===== config.mk =====
export PLATFORM = sky130hd
export DESIGN_NAME = mem_arbiter
export DESIGN_NICKNAME = d
export VERILOG_FILES = /design/src/rtl/mem_arbiter.sv
export SDC_FILE = /design/constraint.sdc
export NUM_CORES = 1
export LEC_CHECK = 0
export BUFFER_PORTS_ARGS = -buffer_cell sky130_fd_sc_hd__buf_2
export CAP_MARGIN = 30
export CORE_ASPECT_RATIO = 2
export CORE_MARGIN = 2
export CORE_UTILIZATION = 46
export CTS_CLUSTER_DIAMETER = 150
export DETAILED_ROUTE_END_ITERATION = 7
export GPL_TIMING_DRIVEN = 0
export PLACE_DENSITY = 0.82
export SKIP_LAST_GASP = 1
export SLEW_MARGIN = 5
export SYNTH_ARGS = -nofsm -noshare
export SYNTH_HDL_FRONTEND = slang
export SYNTH_SLANG_ARGS = --single-unit
export TNS_END_PERCENT = 5

===== constraint.sdc =====
create_clock -name clk -period 5 [get_ports clk]
set_input_delay 0.25 -clock clk [delete_from_list [all_inputs] [get_ports clk]]
set_output_delay 0.25 -clock clk [all_outputs]
set_load 0.01 [all_outputs]

===== src/rtl/mem_arbiter.sv =====
// mem_arbiter: two-requester arbiter in front of a single-port synchronous RAM.
//   Requesters: instruction fetch (if_*) is read-only; load/store (mem_*) has
//   byte selects. Each access runs IDLE -> ISSUE (ram_ce for one cycle) ->
//   RESP (one-cycle ack). A new decision is taken in RESP, so back-to-back
//   traffic gets one access every two cycles.
// Ports:
//   clk, rst                       clock, asynchronous active-high reset
//   if_req/if_addr                 fetch request and byte address
//   if_rdata/if_ack                fetch data (held between acks), ack pulse
//   mem_req/we/sel/addr/wdata      load/store request
//   mem_rdata/mem_ack              load data (0 for stores, held), ack pulse
//   ram_ce/we/sel/addr/wdata       RAM command; ram_rdata valid the cycle after ce
// Build option: define MEM_ARBITER_FAIR_EN to add the fetch starvation counter;
//   otherwise mem always beats if.
module mem_arbiter #(
   parameter int unsigned ADDR_W       = 32,
   parameter int unsigned DATA_W       = 32,
   parameter int unsigned STARVE_LIMIT = 4
) (
   input  logic              clk,
   input  logic              rst,
   input  logic              if_req,
   input  logic [ADDR_W-1:0] if_addr,
   output logic [DATA_W-1:0] if_rdata,
   output logic              if_ack,
   input  logic              mem_req,
   input  logic              mem_we,
   input  logic [3:0]        mem_sel,
   input  logic [ADDR_W-1:0] mem_addr,
   input  logic [DATA_W-1:0] mem_wdata,
   output logic [DATA_W-1:0] mem_rdata,
   output logic              mem_ack,
   output logic              ram_ce,
   output logic              ram_we,
   output logic [3:0]        ram_sel,
   output logic [ADDR_W-1:0] ram_addr,
   output logic [DATA_W-1:0] ram_wdata,
   input  logic [DATA_W-1:0] ram_rdata
);

   typedef enum logic [1:0] {StIdle, StIssue, StResp} state_e;

   state_e              r_state;
   logic                r_win_if;
   logic                r_we;
   logic [3:0]          r_sel;
   logic [ADDR_W-1:0]   r_addr;
   logic [DATA_W-1:0]   r_wdata;
   logic                r_ram_ce;
   logic                r_if_ack;
   logic                r_mem_ack;
   logic [DATA_W-1:0]   r_if_rdata;
   logic [DATA_W-1:0]   r_mem_rdata;

   logic w_decide;
   logic w_grant_if;
   logic w_force_if;

   // Decisions happen in IDLE and in RESP (overlapping the ack cycle).
   assign w_decide   = ((r_state == StIdle) || (r_state == StResp)) && (if_req || mem_req);
   assign w_grant_if = if_req && (!mem_req || w_force_if);

`ifdef MEM_ARBITER_FAIR_EN
   localparam int unsigned CntW = (STARVE_LIMIT > 0) ? $clog2(STARVE_LIMIT + 1) : 1;
   localparam logic [CntW-1:0] Limit = CntW'(STARVE_LIMIT);

   logic [CntW-1:0] r_starve;

   assign w_force_if = (r_starve >= Limit);

   always_ff @(posedge clk or posedge rst) begin
      if (rst) begin
         r_starve <= '0;
      end else if (w_decide) begin
         if (w_grant_if) begin
            r_starve <= '0;
         end else if (if_req && (r_starve < Limit)) begin
            r_starve <= r_starve + 1'b1;
         end
      end
   end
`else
   assign w_force_if = 1'b0;
`endif

   always_ff @(posedge clk or posedge rst) begin
      if (rst) begin
         r_state     <= StIdle;
         r_win_if    <= 1'b0;
         r_we        <= 1'b0;
         r_sel       <= '0;
         r_addr      <= '0;
         r_wdata     <= '0;
         r_ram_ce    <= 1'b0;
         r_if_ack    <= 1'b0;
         r_mem_ack   <= 1'b0;
         r_if_rdata  <= '0;
         r_mem_rdata <= '0;
      end else begin
         r_ram_ce  <= 1'b0;
         r_if_ack  <= 1'b0;
         r_mem_ack <= 1'b0;

         // Capture returned data at the end of the ack cycle so it holds afterwards.
         if (r_if_ack) begin
            r_if_rdata <= ram_rdata;
         end
         if (r_mem_ack) begin
            r_mem_rdata <= r_we ? '0 : ram_rdata;
         end

         case (r_state)
            StIssue: begin
               r_state   <= StResp;
               r_if_ack  <= r_win_if;
               r_mem_ack <= !r_win_if;
            end
            default: begin
               if (w_decide) begin
                  r_state  <= StIssue;
                  r_ram_ce <= 1'b1;
                  r_win_if <= w_grant_if;
                  if (w_grant_if) begin
                     r_we    <= 1'b0;
                     r_sel   <= 4'b1111;
                     r_addr  <= if_addr;
                     r_wdata <= '0;
                  end else begin
                     r_we    <= mem_we;
                     r_sel   <= mem_sel;
                     r_addr  <= mem_addr;
                     r_wdata <= mem_wdata;
                  end
               end else begin
                  r_state <= StIdle;
               end
            end
         endcase
      end
   end

   assign ram_ce    = r_ram_ce;
   assign ram_we    = r_we;
   assign ram_sel   = r_sel;
   assign ram_addr  = r_addr;
   assign ram_wdata = r_wdata;
   assign if_ack    = r_if_ack;
   assign mem_ack   = r_mem_ack;

   // RAM data arrives during the ack cycle itself, so it bypasses the hold register.
   assign if_rdata  = r_if_ack ? ram_rdata : r_if_rdata;
   assign mem_rdata = r_mem_ack ? (r_we ? '0 : ram_rdata) : r_mem_rdata;

endmodule


Yosys cells after proc, flatten, opt, wreduce, memory -nomap -nowiden
Index checks and enable logic that the tools add are counted.
{ "totals": {"register_bits": 139, "latch_bits": 0, "ram_bits": 0, "rom_bits": 0, "inputBits": 137, "output_inout_bits": 136, "word_cells": 35, "memories": 0} }
{ "op_classes": {"n_addsub": 0, "n_mul": 0, "div": 0, "n_lt_le_gt_ge": 0, "eq_ne": 2, "n_shift": 0, "mux": 13, "bitwise_logic": 1, "n_reduce_logical": 8} }
{ "op_table": {"columns": ["operator", "n"], "rows": [
  ["32-bit two-way mux", 5],
  ["1-bit two-way mux", 6],
  ["4-bit two-way mux", 1],
  ["2-bit by 1-bit equality test with 1-bit output (second input constant)", 1],
  ["2-bit equality test (second input constant)", 1],
  ["1-bit logical AND", 2],
  ["1-bit logical NOT", 2],
  ["2-bit logical NOT", 1],
  ["1-bit logical OR", 2],
  ["2-bit two-way mux", 1],
  ["2-bit AND reduction", 1],
  ["1-bit inverter", 1]
]} }

Depth between registers and ports, before layout
Gate-level depths: netlist of the first run.
{ "logic_depth": {"depth_word": 5, "depth_mapped": 5, "ltp_nobuf": 3} }

Least setup slack after synthesis of the first run
Ideal clock, no wire load.
{ "synth_path": {"path_type": "register -> output", "start": "register r_if_ack (netlist: if_ack)", "end": "output port if_rdata[4]", "arrival_ns": 1.165, "required_time_ns": 4.750, "path_slack_ns": 3.585, "stages_incl_launch_ff": 4, "n_path_buf": 2, "path_cell_list": "dfrtp_1 > clkbuf_1 > buf_2 > mux2_1"} }
{ "synth_via": {"elab_chain_len": 1} }
{ "synth_lines": {"columns": ["item", "line", "text"], "rows": [
  ["start: declaration", "50", "logic r_if_ack;"],
  ["start signal: assignment", "115", "r_if_ack <= r_win_if;"],
  ["32-bit two-way mux", "151", "assign if_rdata = r_if_ack ? ram_rdata : r_if_rdata;"],
  ["end: declaration", "24", "output logic [DATA_W-1:0] if_rdata,"]
]} }
Every way passes these cells.

Final worst setup path of the first run
{ "layout_path": {"start": "register r_if_ack (netlist: if_ack)", "end": "output port if_rdata[22]"} }
The elaborated chain is that of the path after synthesis.

==> results of run 1 <==
## kinds of logic after synthesis
logic type      count (synthesis)
flops                         138
compound gates                103
buf+inv                        72
simple gates                   70
mux                            32
## power by group through the flow
stage,Combinational (mW),Sequential (mW),Clock (mW)
4_1_cts,1.15,1.55,1.37
5_1_grt,1.24,1.58,1.44
3_5_place_dp,1.14,1.57,0
3_3_place_gp,1.10,1.54,0
2_1_floorplan,0.593,1.58,0
6_report,1.14,1.55,1.35
## worst max-delay path, stage by stage, from the launching register on
cell      delay (ns)
dfrtp_1         0.34
clkbuf_1        0.20
buf_2           0.31
mux2_2          0.42
buf_2           0.16
## cell type report
type	count	area (µm²)	share of cell area
Tap cell	145	181.4	0.02333
Clock inverter	14	210.2	0.02703
Multi-Input combinational cell	205	1787	0.2297
Sequential cell	138	3453	0.4440
Buffer	38	188.9	0.02429
Clock buffer	17	425.4	0.05470
Inverter	34	132.6	0.01705
Timing Repair Buffer	274	1399	0.1799
## worst min-delay path by stage
| stage | slack [ns] | depth (start not counted) | to |
|---|---|---|---|
| finish | 0.06 | 2 | ram_sel[1]$_DFFE_PP0P_ |
| floorplan | 0.38 | 1 | ram_sel[0]$_DFFE_PP0P_ |
| global route | 0.04 | 2 | ram_wdata[4]$_DFFE_PP0P_ |
| detailed placement | 0.29 | 2 | ram_wdata[27]$_DFFE_PP0P_ |
| global placement | 0.41 | 1 | r_state[1]$_DFF_PP0_ |
| CTS | 0.04 | 2 | ram_sel[1]$_DFFE_PP0P_ |
## cell usage in the layout (no fill, tap or decap)
master / n
buf_2: 284
dfrtp_1: 138
a22o_1: 64
inv_1: 32
nor4b_1: 30
nor3b_1: 30
a211oi_1: 30
mux2_2: 30
clkbuf_1: 19
clkbuf_16: 17
nor2b_1: 5
inv_6: 5
buf_4: 4
o22a_1: 4
bufinv_16: 4
buf_6: 2
or4b_1: 2
o221a_2: 2
mux2_1: 2
clkinvlp_4: 2
clkinv_4: 2
inv_8: 2
o21bai_2: 1
inv_2: 1
nand2b_1: 1
nand3b_1: 1
o21ai_0: 1
and2_1: 1
clkbuf_2: 1
o21a_1: 1
dlygate4sd3_1: 1
buf_16: 1
## through the flow
stage	util	setup slack (ns)	std cells	total power, mW	cell area [µm²]
4_1_cts	0.6607	2.904	865	4.073	7777
3_5_place_dp	0.6059	3.374	833	2.703	7132
2_1_floorplan	-	1.054	415	2.173	5557
3_3_place_gp	0.6031	-0.1927	832	2.640	7099
5_1_grt	0.6607	2.776	865	4.257	7777
6_report	0.6607	2.925	865	4.038	7777
## metal layers
layer,share of wire,global-route usage,vias up
met2,0.54,0.4620,244
met1,0.34,0.2674,2325
met3,0.075,0.06576,55
met4,0.042,0.1326,0
li1,-,-,2121
met5,0,0,-
## sequential cells by signal (all words and copies together) (netlist names)
name and cells:
r_mem_rdata 32, r_win_if 1, ram_sel 4, if_ack 1
ram_addr 32, r_state 2, mem_ack 1, r_if_rdata 32
ram_we 1, ram_wdata 32
## repair_timing
item / in CTS / in global routing
hold buffers: 1 / 0
resized for setup: 0 / 0
endpoints found under the hold margin: 41 / 0
==> out/metrics.yaml, run 1 <==
status: "complete, no violations"
die_h_um: 159.4
grtUsageTotal: 0.2587
insertion_delay_ns: 0.41
seq_power_share: 0.385
endpoint: "if_rdata[22]"
dp_hpwl_mm: 12.37
end_kind: "primary output"
synth_compound_area_frac: 0.1560
nNetsFinal: 845
period_share: 0.4149
wl_per_cell_um: 19.00
io_pins: 273
synthCells: 415
hold_path.class: "in -> reg"
yosys_warnings: 0
timing.rr.end: "ram_wdata[5]$_DFFE_PP0P_"
portBuffers: 272
placementRows: 56
die_x_um: 81.72
hold_slack_ns: 0.05766
antennaDiodeCount: 0
setup_viol: 0
combPwrFrac: 0.281
syn_area_um2: 5557
max_cap_violations: 0
place.gp.congestion: 0.8127
p_clk_frac: 0.334
period_needed_ns: 2.075
cts_setup_buffers: 0
relSlewSlack: 0.6486
ant_nets: 0
yosysMostFrequentCell: "dfrtp_1"
antenna_found_initial: 0
fin_tns_setup_ns: 0
syn_to_final_growth_pct: 39.97
path_clk_slew_ns: 0.06
grt_overflow: 0
arrival_ns: 1.82
yosysTopAreaCell: "dfrtp_1"
synth_common_cells: "dfrtp_1 (138), a22o_1 (64), inv_1 (33)"
drc_errors: 0
cp-startpoint: "if_ack$_DFF_PP0_"
synthFlopType: "dfrtp_1"
first_iter_violations: 180
critPathKind: "reg -> out"
first_pass_iters: 6
synthAdderAreaFrac: 0
cp_max_fo: 10
drv_slew: 0
cts_buffers: 17
ys_ff_latch: 138
synth_xor_xnor_area_share: 0
fillerInstances: 901
max_freq_mhz: 482.0
grt_pass1_vias: 5174
avgViaCountPerCell: 5.486
syn_nets: 552
reg2reg_depth: 4
cts_tree: "built"
totalWireLength_mm: 16.43
synthArstFlopShare: 1.000
worstReg2RegStart: "r_state[0]$_DFF_PP0_"
r2r_setup_slack_ns: 3.55
power_density_nw_per_um2: 519.2
worstPathRequired_ns: 4.75
synth-seq-area-share: 0.6215
power.internal_mw: 2.799
max-vdd-ir-drop_mv: 0.3749
finalHoldViolations: 0
synth_top_family_by_area: "compound AO/OA/AOI/OAI gates"
sw_frac_of_total: 0.3069
htreeDepth: 4
avgSynthCellArea_um2: 13.39
switchingPower_mw: 1.239
root_buffer: "clkbuf_16"
yosysTopAreaCellShare: 0.6215
critPathLaunchType: "register"
synth.mux.area_fraction: 0.06485
dieArea_um2: 13030
tightest_slew_ns: 0.5271
drive_gt1_frac: 0.4972
vias: 4745
skew_ns: 0.01198
p_leak_nw: 3.924
synth_edf_count: 0
core_um2: 11770
start_util: 0.4720
yosys.area_share.simple: 0.1007
clkSinkCount: 138
grt_start_max_net_pins: 98
cts.path.max_buffers: 2
grt_pass1_wl_mm: 26.01
synth_cell_types: 24
grt_setup_unrepaired: "no"
worstHoldStart: "mem_sel[1]"
synthTopCellsByArea: "dfrtp_1 (62%), a22o_1 (10%), mux2_2 (6.1%), nor4b_1 (4.7%), a211oi_1 (4.1%)"
(Power assumes the default switching activity.)
==> inputs of run 2 (changes only) <==
Clock period 5 ns to 2 ns, I/O delays scaled along.
==> run 2 against run 1 <==
  * Via count is 7.7% higher
  * Clock power increased by 120%
  * Critical path depth unchanged
  * Critical endpoint is now if_rdata[23]
  * Largest power group unchanged
  * Non-clock buffer count up 74
  * Critical path type unchanged
  * Final area rose by 8.9%
  * Core utilization rose by 5.9 points
==> out/metrics.yaml, run 2 (synthesis gave the netlist of run 1 again) <==
start_util: 0.4720  # unchanged
grt_overflow: 0  # unchanged
power_density_nw_per_um2: 1170  # was 519.2 nW/µm²
die_h_um: 159.4  # unchanged
holdPathEnd: "ram_addr[18]$_DFFE_PP0P_"  # was ram_sel[1]$_DFFE_PP0P_
dp_hpwl_mm: 12.60  # was 12.37 mm
cp_cell_sequence: "clkbuf_1 -> buf_2 -> mux2_2 -> buf_2"  # unchanged
critPathMostFrequentCell: "buf_2"  # unchanged
grtUsageTotal: 0.2849  # was 0.2587
mostFrequentLayoutCell: "buf_2"  # unchanged
critPathKind: "reg -> out"  # unchanged
relSlewSlack: 0.6455  # was 0.6486
nNetsFinal: 919  # was 845
top_layer_used: "met4"  # unchanged
cts.path.max_buffers: 2  # unchanged
worstPathRequired_ns: 1.90  # was 4.75 ns
worstReg2RegStart: "r_state[0]$_DFF_PP0_"  # unchanged
drt-met1-wl_mm: 6.353  # was 5.617 mm
cts_tree: "built"  # unchanged
grt_pass1_vias: 5540  # was 5174
root_buffer: "clkbuf_16"  # unchanged
placementRows: 56  # unchanged
htreeDepth: 4  # unchanged
portBuffers: 272  # unchanged
io_pins: 273  # unchanged
status: "complete, no violations"  # unchanged
drv_slew: 0  # unchanged
avgViaCountPerCell: 5.433  # was 5.486
first_iter_violations: 211  # was 180
tightest_slew_ns: 0.5307  # was 0.5271 ns
grt_pass1_wl_mm: 28.19  # was 26.01 mm
max_cap_violations: 0  # unchanged
finalHoldViolations: 0  # unchanged
worstHoldStart: "mem_addr[18]"  # was mem_sel[1]
grt_start_max_net_pins: 44  # was 98
p_leak_nw: 4.197  # was 3.924 nW
period_needed_ns: 1.931
path_clk_slew_ns: 0.06  # about the same
final_cell_mix: "buf_2 (283), dfrtp_1 (138), dlygate4sd3_1 (73), a22o_1 (64), inv_1 (32)"  # was buf_2 (284), dfrtp_1 (138), a22o_1 (64), inv_1 (32)
end_kind: "primary output"  # unchanged
route.met3.wl_mm: 1.228  # was 1.231 mm
max_freq_mhz: 517.9
reg2reg_depth: 4  # unchanged
dieArea_um2: 13030  # unchanged
grt_setup_unrepaired: "yes"  # was no
holdPathStages: 3  # was 2
arrival_ns: 1.83  # was 1.82 ns
route.met2.wl_mm: 10.31  # was 8.894 mm
period_share: 0.9655
timing.rr.end: "ram_wdata[1]$_DFFE_PP0P_"  # was ram_wdata[5]$_DFFE_PP0P_
crit_buf_inv: 3  # unchanged
first_pass_iters: 5  # was 6
post-route-util: 0.7194  # was 0.6607
die_x_um: 81.72  # unchanged
path_delay_family: "buffers and inverters"  # unchanged
setup_slack_ns: 0.06894  # was 2.925 ns
core_um2: 11770  # unchanged
hold_slack_ns: 0.01864  # was 0.05766 ns
cp_max_fo: 10  # unchanged
wl_per_cell_um: 19.79  # was 19.00 µm
crit_slowest_cell: "mux2_2"  # unchanged
drc_errors: 0  # unchanged
r2r_setup_slack_ns: 0.50  # was 3.55 ns
vias: 5112  # was 4745
setup_viol: 0  # unchanged
clkSinkCount: 138  # unchanged
cts_buffers: 17  # unchanged
insertion_delay_ns: 0.41  # about the same
ant_nets: 0  # unchanged
place.gp.congestion: 0.8205  # was 0.8127
cts_setup_buffers: 0  # unchanged
skew_ns: 0.01017  # was 0.01198 ns
totalWireLength_mm: 18.62  # was 16.43 mm
pre_cts_ws_ns: 0.4874  # was 3.374 ns
fin_tns_setup_ns: 0  # unchanged
antenna_found_initial: 1  # was 0
hold_path.class: "in -> reg"  # unchanged
max-vdd-ir-drop_mv: 0.7880  # was 0.3749 mV
syn_to_final_growth_pct: 52.40  # was 39.97%
critPathLaunchType: "register"  # unchanged
drive_gt1_frac: 0.4541  # was 0.4972
max_stage_delay_ns: 0.40  # was 0.42 ns
cp-startpoint: "if_ack$_DFF_PP0_"  # unchanged
## run 2: routing by layer
metal / GRT usage / vias to the layer above
met5: 0 / -
met4: 0.1424 / 0
met3: 0.07086 / 59
met2: 0.5294 / 248
met1: 0.2765 / 2538
li1: - / 2267
## run 2: how the worst max path moves through the flow
stage,to,depth (start not counted),slack [ns]
floorplan,if_ack$_DFF_PP0_,1,0.18
global placement,ram_addr[12]$_DFFE_PP0P_,2,-0.54
detailed placement,if_rdata[1],4,0.49
CTS,if_rdata[1],4,0.05
global route,if_rdata[21],4,-0.02
finish,if_rdata[23],4,0.07
## run 2: area by class of cell
class                   instances  area [µm²]
plain buffers                  38       191.4
diodes                          1       2.502
fillers                       803        3303
clock buffers                  18       439.2
well taps                     145       181.4
inverters                      34       131.4
flip-flops and latches        138        3453
multi-input cells             205        1787
clock inverters                14       130.1
repair buffers                348        2152
## run 2: power by group
group | internal, mW | leakage (nW) | switching, mW
Clock | 1.67 | 0.267 | 1.31
Sequential | 3.57 | 1.66 | 0.342
Combinational | 1.41 | 2.27 | 1.61
Total | 6.65 | 4.20 | 3.26
## run 2: through the flow
step	total power [mW]	cell area (µm²)	std cells
6_report	9.908	8468	941
3_5_place_dp	6.743	7163	835
3_3_place_gp	6.577	7103	832
5_1_grt	10.36	8468	941
4_1_cts	9.852	8463	940
2_1_floorplan	5.434	5560	415
## run 2: what timing repair did
action	4_1_cts	5_1_grt
endpoints found under the hold margin	121	0
gates resized for setup	0	1
hold buffers	73	0
endpoints found under the setup margin	0	10
## run 2: worst reg2reg max path: stages, from the launching register on
cell	delay (ns)
dfrtp_1	0.43
nor2b_1	0.18
clkbuf_2	0.19
clkbuf_1	0.41
a22o_1	0.22
==> inputs of run 3 (changes only) <==
Settings changed: CTS_CLUSTER_SIZE from default to 12, REMOVE_ABC_BUFFERS from default to 1.
==> run 3 against run 2 <==
  * Sequential share of layout area about the same
  * Sequential power about the same
  * Clock power is 6% higher
  * Global-route usage shrank 1.3 points
  * Core utilization increased by 0.13 points
  * Critical path type unchanged
  * Largest cell class unchanged
==> out/metrics.yaml, run 3 (synthesis gave the netlist of run 1 again) <==
clkSinkCount: 138  # unchanged
root_buffer: "clkbuf_16"  # unchanged
syn_to_final_growth_pct: 52.67  # was 52.40%
path_clk_slew_ns: 0.06  # about the same
critPathLaunchType: "register"  # unchanged
place.gp.congestion: 0.8128  # was 0.8205
cts.path.max_buffers: 2  # unchanged
cts_buffers: 17  # unchanged
status: "complete, no violations"  # unchanged
fin_cells: 911  # was 941
die_h_um: 159.4  # unchanged
nNetsFinal: 890  # was 919
core_um2: 11770  # unchanged
holdPathStages: 3  # unchanged
dieArea_um2: 13030  # unchanged
period_share: 0.9684  # was 0.9655
drv_slew: 0  # unchanged
worstReg2RegStart: "r_state[0]$_DFF_PP0_"  # unchanged
end_kind: "primary output"  # unchanged
r2r_setup_slack_ns: 0.23  # was 0.50 ns
cp_max_fo: 15  # was 10
dpl_cell_area_um2: 7067  # was 7163 µm²
first_iter_violations: 257  # was 211
antenna_found_initial: 0  # was 1
hold_path.class: "in -> reg"  # unchanged
max_cap_violations: 0  # unchanged
grt_pass1_vias: 5300  # was 5540
pre_cts_ws_ns: -0.1680  # was 0.4874 ns
worstPathRequired_ns: 1.90  # about the same
worstHoldStart: "mem_addr[24]"  # was mem_addr[18]
first_pass_iters: 5  # unchanged
reg2reg_depth: 4  # unchanged
avgViaCountPerCell: 5.482  # was 5.433
grt_overflow: 0  # unchanged
critPathKind: "reg -> out"  # unchanged
arrival_ns: 1.84  # was 1.83 ns
timing.rr.end: "ram_addr[29]$_DFFE_PP0P_"  # was ram_wdata[1]$_DFFE_PP0P_
cts_tree: "built"  # unchanged
portBuffers: 272  # unchanged
relSlewSlack: 0.4703  # was 0.6455
fillerInstances: 749  # was 803
fin_tns_setup_ns: 0  # unchanged
io_pins: 273  # unchanged
placementRows: 56  # unchanged
vias: 4994  # was 5112
setup_slack_ns: 0.06321  # was 0.06894 ns
dp.cells: 800  # was 835
grt_setup_unrepaired: "yes"  # unchanged
mostFrequentLayoutCell: "buf_2"  # unchanged
final_cell_mix: "buf_2 (272), dfrtp_1 (136), dlygate4sd3_1 (75), a22o_1 (64), inv_1 (31)"  # was buf_2 (283), dfrtp_1 (138), dlygate4sd3_1 (73), a22o_1 (64), inv_1 (32)
start_util: 0.4720  # unchanged
p_total_mw: 10.08  # was 9.908 mW
period_needed_ns: 1.937  # was 1.931 ns
drc_errors: 0  # unchanged
grt_start_max_net_pins: 81  # was 44
post-route-util: 0.7207  # was 0.7194
drive_gt1_frac: 0.4621  # was 0.4541
setup_viol: 0  # unchanged
holdPathEnd: "ram_addr[24]$_DFFE_PP0P_"  # was ram_addr[18]$_DFFE_PP0P_
wl_per_cell_um: 19.65  # was 19.79 µm
finalHoldViolations: 0  # unchanged
power_density_nw_per_um2: 1188  # was 1170 nW/µm²
max-vdd-ir-drop_mv: 0.9898  # was 0.7880 mV
grtUsageTotal: 0.2715  # was 0.2849
grt_pass1_wl_mm: 27.11  # was 28.19 mm
hold_slack_ns: 0.02147  # was 0.01864 ns
antennaDiodeCount: 0  # was 1
ant_nets: 0  # unchanged
p_leak_nw: 4.179  # was 4.197 nW
dp_hpwl_mm: 10.93  # was 12.60 mm
tightest_slew_ns: 0.7925  # was 0.5307 ns
htreeDepth: 4  # unchanged
totalWireLength_mm: 17.90  # was 18.62 mm
skew_ns: 0.009460  # was 0.01017 ns
fin_area_um2: 8483  # was 8468 µm²
max_freq_mhz: 516.3  # was 517.9 MHz
die_x_um: 81.72  # unchanged
insertion_delay_ns: 0.40  # was 0.41 ns
[run 3: final cells by class]
type / count / area, µm² / area share
tap: 145 / 181.4 / 0.02139
inverter: 34 / 136.4 / 0.01608
timing repair buffer: 356 / 2297 / 0.2708
sequential: 138 / 3456 / 0.4074
clock inverter: 14 / 161.4 / 0.01903
multi-input combinational: 205 / 1804 / 0.2127
timing repair inverter: 1 / 7.507 / 0.0008850
clock buffer: 18 / 439.2 / 0.05177
[run 3: power by group]
group,internal [mW],switching [mW]
sequential,3.57,0.370
clock,1.90,1.24
combinational,1.42,1.57
[run 3: how the worst max path moves through the flow]
| stage | cells past startpoint | slack [ns] | endpoint | start |
|---|---|---|---|---|
| finish | 3 | 0.06 | mem_rdata[21] | mem_ack$_DFF_PP0_ |
| CTS | 3 | -0.06 | mem_rdata[18] | mem_ack$_DFF_PP0_ |
| detailed placement | 5 | -0.17 | ram_addr[31]$_DFFE_PP0P_ | mem_req |
| floorplan | 1 | -1.80 | if_ack$_DFF_PP0_ | rst |
| global placement | 2 | -3.05 | ram_addr[17]$_DFFE_PP0P_ | rst |
| global route | 3 | -0.03 | mem_rdata[15] | mem_ack$_DFF_PP0_ |
[run 3: worst max-delay path: stages, from the launching register on]
cell and delay [ns]:
dfrtp_1 0.53, clkinvlp_4 0.42, a22o_1 0.34, buf_2 0.14
[run 3: routing by layer]
metal,part of all wire,up-vias,global-route usage
met4,0.039,0,0.1295
met5,0,-,0
li1,-,2212,-
met2,0.54,258,0.4743
met1,0.36,2464,0.3026
met3,0.059,60,0.05952
[run 3: what timing repair did]
| action | in CTS | in global routing |
|---|---|---|
| hold buffers | 75 | 0 |
| gates resized for setup | 3 | 1 |
| setup buffers | 0 | 2 |
| endpoints found under the hold margin | 163 | 0 |
| endpoints found under the setup margin | 50 | 31 |
| cloned | 0 | 1 |
